==> src/rtl/input_conditioner.sv <==
// Multi-channel input conditioner: synchronizer, debounce filter, edge pulses
// and sticky per-channel event flags combined into a single registered irq.
module input_conditioner #(
    parameter int unsigned         CHANNELS        = 8,
    parameter int unsigned         SYNC_STAGES     = 2,
    parameter int unsigned         DEBOUNCE_CYCLES = 4,
    parameter logic [CHANNELS-1:0] INIT            = '0
) (
    input  logic                  clk,
    input  logic                  nreset,
    input  logic [CHANNELS-1:0]   async_in,
    input  logic [2*CHANNELS-1:0] irq_mode,
    input  logic [CHANNELS-1:0]   clear,
    output logic [CHANNELS-1:0]   stable_out,
    output logic [CHANNELS-1:0]   rise_pulse,
    output logic [CHANNELS-1:0]   fall_pulse,
    output logic [CHANNELS-1:0]   pending,
    output logic                  irq
);

    localparam int unsigned      CNT_W    = $clog2(DEBOUNCE_CYCLES + 1);
    localparam logic [CNT_W-1:0] CNT_LAST = CNT_W'(DEBOUNCE_CYCLES - 1);

    logic [SYNC_STAGES-1:0][CHANNELS-1:0] sync_q;
    logic [CHANNELS-1:0][CNT_W-1:0]       cnt_q;
    logic [CHANNELS-1:0][CNT_W-1:0]       cnt_d;
    logic [CHANNELS-1:0]                  sync_c;
    logic [CHANNELS-1:0]                  accept_c;
    logic [CHANNELS-1:0]                  stable_d;
    logic [CHANNELS-1:0]                  rise_d;
    logic [CHANNELS-1:0]                  fall_d;
    logic [CHANNELS-1:0]                  set_c;
    logic [CHANNELS-1:0]                  pending_d;

    assign sync_c = sync_q[SYNC_STAGES-1];

    // Synchronizer chains; stage 0 samples the raw pins.
    always_ff @(posedge clk) begin
        if (!nreset) begin
            sync_q <= {SYNC_STAGES{INIT}};
        end else begin
            sync_q <= {sync_q[SYNC_STAGES-2:0], async_in};
        end
    end

    // Debounce: count consecutive disagreeing samples; accept on the last one.
    always_comb begin
        cnt_d    = cnt_q;
        stable_d = stable_out;
        accept_c = '0;
        for (int unsigned i = 0; i < CHANNELS; i++) begin
            if (sync_c[i] == stable_out[i]) begin
                cnt_d[i] = '0;
            end else if (cnt_q[i] == CNT_LAST) begin
                cnt_d[i]    = '0;
                stable_d[i] = sync_c[i];
                accept_c[i] = 1'b1;
            end else begin
                cnt_d[i] = cnt_q[i] + CNT_W'(1);
            end
        end
    end

    // Edge classification and sticky flag update; a set wins over a clear.
    always_comb begin
        rise_d = accept_c & sync_c;
        fall_d = accept_c & ~sync_c;
        set_c  = '0;
        for (int unsigned i = 0; i < CHANNELS; i++) begin
            set_c[i] = (rise_d[i] & irq_mode[2*i]) | (fall_d[i] & irq_mode[2*i+1]);
        end
        pending_d = set_c | (pending & ~clear);
    end

    always_ff @(posedge clk) begin
        if (!nreset) begin
            cnt_q      <= '0;
            stable_out <= INIT;
            rise_pulse <= '0;
            fall_pulse <= '0;
            pending    <= '0;
            irq        <= 1'b0;
        end else begin
            cnt_q      <= cnt_d;
            stable_out <= stable_d;
            rise_pulse <= rise_d;
            fall_pulse <= fall_d;
            pending    <= pending_d;
            irq        <= |pending;
        end
    end

endmodule

==> config.mk <==
export PLATFORM = sky130hd
export DESIGN_NAME = input_conditioner
export DESIGN_NICKNAME = d
export VERILOG_FILES = /design/src/rtl/input_conditioner.sv
export SDC_FILE = /design/constraint.sdc
export NUM_CORES = 1
export LEC_CHECK = 0
export CORE_UTILIZATION = 54
export CTS_BUF_LIST = sky130_fd_sc_hd__clkbuf_2
export DETAILED_ROUTE_END_ITERATION = 8
export GPL_ROUTABILITY_DRIVEN = 0
export PLACE_DENSITY_LB_ADDON = 0.12
export SLEW_MARGIN = 20
export SYNTH_ARGS = -nofsm -noshare
export SYNTH_HDL_FRONTEND = slang
export SYNTH_SLANG_ARGS = --single-unit
==> constraint.sdc <==
create_clock -name clk -period 2.5 [get_ports clk]
set_input_delay 0.5 -clock clk [delete_from_list [all_inputs] [get_ports clk]]
set_output_delay 0.5 -clock clk [all_outputs]
set_load 0.005 [all_outputs]
Yosys cells after proc, flatten, opt, wreduce, memory -nomap -nowiden
Index checks and enable logic that the tools add are counted.
- add/sub/neg operators: 8
- reductions and logical operators: 17
- eq/ne operators: 16
- muxes and demuxes: 16
- bitwise logic cells: 39
- operators by type and width (operator ; count):
    $add A3 B1 Y3 const B ; 8
    $and A8 B8 Y8 ; 3
    $eq A3 B2 Y1 const B ; 8
    $reduce_or A3 Y1 ; 8
    $and A1 B1 Y1 ; 16
    $mux W1 ; 16
    $not A8 Y8 ; 2
    $reduce_and A2 Y1 ; 8
    $not A1 Y1 ; 9
    $eq A1 B1 Y1 ; 8
    $or A1 B1 Y1 ; 8
    $or A8 B8 Y8 ; 1
    $reduce_or A8 Y1 ; 1
- input bits: 34
- bits in registers: 73
- output and inout port bits: 33
- word-level logic and storage cells: 118

Longest topological paths before layout
- depth after elaboration: 7
- depth in mapped cells: 5
- depth with buffers taken out: 5

Worst setup path before layout
No wires, ideal clock.
- path kind: register to register
- start: register cnt_q[6] (netlist bit)
- end: register pending[2]
- clock period less this slack: 1.161 ns
- data arrival time: 1.044 ns
- setup time: 0.117 ns
- stages on the path, launching flop included: 6
- data required time: 2.383 ns
- path buffers: 0
- slack: 1.339 ns
- cell sequence: dfxtp_1 > ha_1 > ha_1 > nand2_1 > nor3b_2 > a22o_1
- cells in the longest elaborated chain, start to end: 7
- elaborated cells between the ends (all ways): 9
- classes of those cells: 1 x eq/ne; 2 x mux; 6 x bitwise
- RTL lines (element ; line ; source):
    from (decl) ; 25 ; logic [CHANNELS-1:0][CNT_W-1:0] cnt_q;
    from (signal assigned) ; 84 ; cnt_q <= cnt_d;
    $eq A3 B2 Y1 (*) ; 54 ; end else if (cnt_q[i] == CNT_LAST) begin
    $mux W1 (*) ; 54 ;
    $mux W1 (*) ; 52 ; if (sync_c[i] == stable_out[i]) begin
    $and A8 B8 Y8 (on tied branches) ; 66, 67 ;
    $and A1 B1 Y1 ; 70 ; set_c[i] = (rise_d[i] & irq_mode[2*i]) | (fall_d[i] & irq_mode[2*i+1]);
    $or A1 B1 Y1 (*) ; 70 ;
    $or A8 B8 Y8 (*) ; 72 ; pending_d = set_c | (pending & ~clear);
    to (signal assigned) ; 88 ; pending <= pending_d;
    to (decl) ; 17 ; output logic [CHANNELS-1:0] pending,
Every way passes the cells marked *; elsewhere a longest branch is shown, timed or not.
A chain may end at the register's enable or synchronous reset.

Worst setup path in the final report
- start: register stable_out[6]
- end: output port stable_out[6]
- RTL lines (element ; line ; source):
    from (decl) ; 14 ; output logic [CHANNELS-1:0] stable_out,
    from (signal assigned) ; 85 ; stable_out <= stable_d;
No word-level cell between the ends.

==> flow_metrics.env <==
export IMPL_vias=1876
export IMPL_path_buf_inv=1
export IMPL_yosys_warnings=0
export IMPL_grt_usage_pct=19.3
export IMPL_yosys_top_cells_area="dfxtp_1 55%, ha_1 7.5%, and2_1 3.8%"
export IMPL_grt_antenna_before_repair=0
export IMPL_p_leak_uw=0.00131
export IMPL_cts_sinks=73
export IMPL_post_cts_repair_setup_buffers=0
export IMPL_place_ws_ns=0.524
export IMPL_grt_overflow=0
export IMPL_setup_viol=0
export IMPL_peakVddDrop_v=0.000420
export IMPL_core_sq_um=4720
export IMPL_crit_path_start_kind="flip-flop"
export IMPL_htree_num_levels=3
export IMPL_cts_tree="done"
export IMPL_path_cells="clkdlybuf4s50_1"
export IMPL_routed_wl_mm=4.60
export IMPL_drv_cap=0
export IMPL_clk_latency_ns=0.47
export IMPL_cts_resized_gates=0
export IMPL_syn_nets=299
export IMPL_drtIter0Drc=53
export IMPL_cp_arrival_ns=1.52
export IMPL_antenna_cells=0
export IMPL_synth_area_sq_um=2670
export IMPL_synth_yosys_seq_area_share_pct=54.8
export IMPL_tightest_slew_ns=0.409
export IMPL_synth_top_cell_by_area="dfxtp_1"
export IMPL_grt_setup_unrepaired="false"
export IMPL_synth_top_area_share_pct=54.8
export IMPL_hp_class="flip-flop to flip-flop"
export IMPL_slew_headroom_pct=72.5
export IMPL_dp_hpwl_mm=3.31
export IMPL_nets=373
export IMPL_cts_hold_fix_buffers=0
export IMPL_drv_slew=0
export IMPL_required_ns=2.00
export IMPL_crit_type="flip-flop to output pin"
export IMPL_cts_buffers=9
export IMPL_avgSynthCellArea_sq_um=10.7
export IMPL_fin_setup_tns_ns=0
export IMPL_drt_first_pass_iters=4
export IMPL_area_growth_pct=31.5
export IMPL_clock_path_buffers=2
export IMPL_holdWs_ns=0.433
export IMPL_die_w_microns=72.3
export IMPL_critPathMaxStageDelay_ns=0.56
export IMPL_final_hold_violation_count=0
export IMPL_drive_above_1_share_pct=7.62
export IMPL_cts_root_buf="clkbuf_2"
export IMPL_end_kind="output pin"
export IMPL_io_buffer_count=66
export IMPL_path_delay_family="buffers and inverters"
export IMPL_grt_pass1_vias=1778
export IMPL_fin_util_pct=74.2
export IMPL_fmax_mhz=495
export IMPL_synthFlopType="dfxtp_1"
export IMPL_slowest_stage="clkdlybuf4s50_1"
export IMPL_fill_cells=382
export IMPL_synth_seq_cells=73
export IMPL_grt_pass1_wl_mm=7.47
export IMPL_cts_clk_slew_worst_paths_ns=0.18
export IMPL_drc=0
export IMPL_io_pins=67
export IMPL_grt_max_degree=23
export IMPL_std_cell_rows=25
export IMPL_start_util_pct=56.4
export IMPL_finalClockSkew_ns=0.0172
export IMPL_die_y_microns=72.3
export IMPL_viasPerCell=4.75
export IMPL_powerDensity_nw_per_um2=569
export IMPL_synth_cell_types=24
export IMPL_syn_inst=249
export IMPL_die_area_sq_um=5220
export IMPL_fin_crit_sh_pct=80.9
export IMPL_timing_final_ws_setup_ns=0.479
export IMPL_detail_route_antenna_nets=0
export IMPL_fin_crit_ns=2.02
export IMPL_worstPathMaxFanout=7
export IMPL_async_flop_share_pct=0
export IMPL_wl_per_cell_microns=11.6
export IMPL_synth_edf_count=0
export IMPL_run_status="completed"
synth_stat cells (all sizes together) (5+ instances only):
library cell,n
o21ai,5
nor3b,14
nand3b,19
mux2i,8
dfxtp,73
and2,16
nand2,17
inv,18
xor2,8
ha,16
nor2b,8
nor2,26
o21a,6
through the flow:
stage | area (sq um) | power (uW) | std cells
floorplan | 2670 | 1260 | 249
global placement | 3370 | 1310 | 379
global route | 3510 | 2080 | 395
CTS | 3510 | 2020 | 395
finish | 3510 | 2000 | 395
detailed placement | 3370 | 1310 | 379
layout by cell type, fill, tap and decap left out:
cell type	Yosys	routed
ha_1	16	16
clkinv_1	0	2
mux2i_1	8	8
dfxtp_1	73	73
clkinvlp_4	0	2
a22o_1	2	2
nor3b_1	12	12
inv_1	18	18
nor2_1	26	26
clkdlybuf4s50_1	0	66
nand2b_1	2	2
nor4_1	2	2
buf_4	0	2
nand3b_2	7	7
a21boi_1	1	1
bufinv_16	0	2
o21a_1	6	6
and2_1	16	16
o22ai_1	3	3
nand3b_1	12	12
xor2_1	8	8
nor3b_2	2	2
nor2b_1	8	8
o21ai_0	5	5
clkbuf_2	1	10
nand2_1	17	17
layer usage:
metal,wire (microns),share of wire [%],global-route usage (%),vias up
li1,-,-,-,968
met1,2040,44,20.9,834
met2,2180,47,33.0,63
met3,286,6.2,6.67,11
met4,93,2.0,10.5,0
met5,0,0,0,-
cell type report:
cell class | count | area, sq um | share of cell area [%]
sequential | 73 | 1460 | 41.7
multi-input combinational | 153 | 1080 | 30.9
timing repair buffer | 68 | 676 | 19.3
tap | 67 | 83.8 | 2.39
clock inverter | 6 | 82.6 | 2.36
inverter | 18 | 67.6 | 1.93
clock buffer | 10 | 50.0 | 1.43
sequential cells by signal, indices dropped and copies added (netlist names):
register,flops
cnt_q,24
fall_pulse,8
irq,1
pending,8
rise_pulse,8
stable_out,8
sync_c,8
sync_q,8
final timing paths:
kind	start	slack (ns)	to	cells after the start
worst min register to register	cnt_q[6]	0.43	cnt_q[6]	1
worst min-delay path	cnt_q[6]	0.43	cnt_q[6]	1
worst max register to register	cnt_q[6]	1.22	pending[2]	5
worst max-delay path	stable_out[6]	0.48	stable_out[6]	1
cell families (layout without fill, tap and decap cells):
kind of cell    after synthesis  after routing  synth area share, %
xor+xnor                      8              8                 2.63
compound gates               17             17                 4.27
simple gates                104            104                 23.3
buf+inv                      23            102                 4.46
mux                           8              8                 3.00
fa+ha+maj                    16             16                 7.51
flops                        73             73                 54.8
power by group:
part	switching, uW	internal (uW)	total [uW]
Combinational	29.7	66.0	95.7
Clock	379	329	708
Sequential	11.2	1180	1190
Total	420	1580	2000
Note: power is estimated with default switching activity, not from simulation.
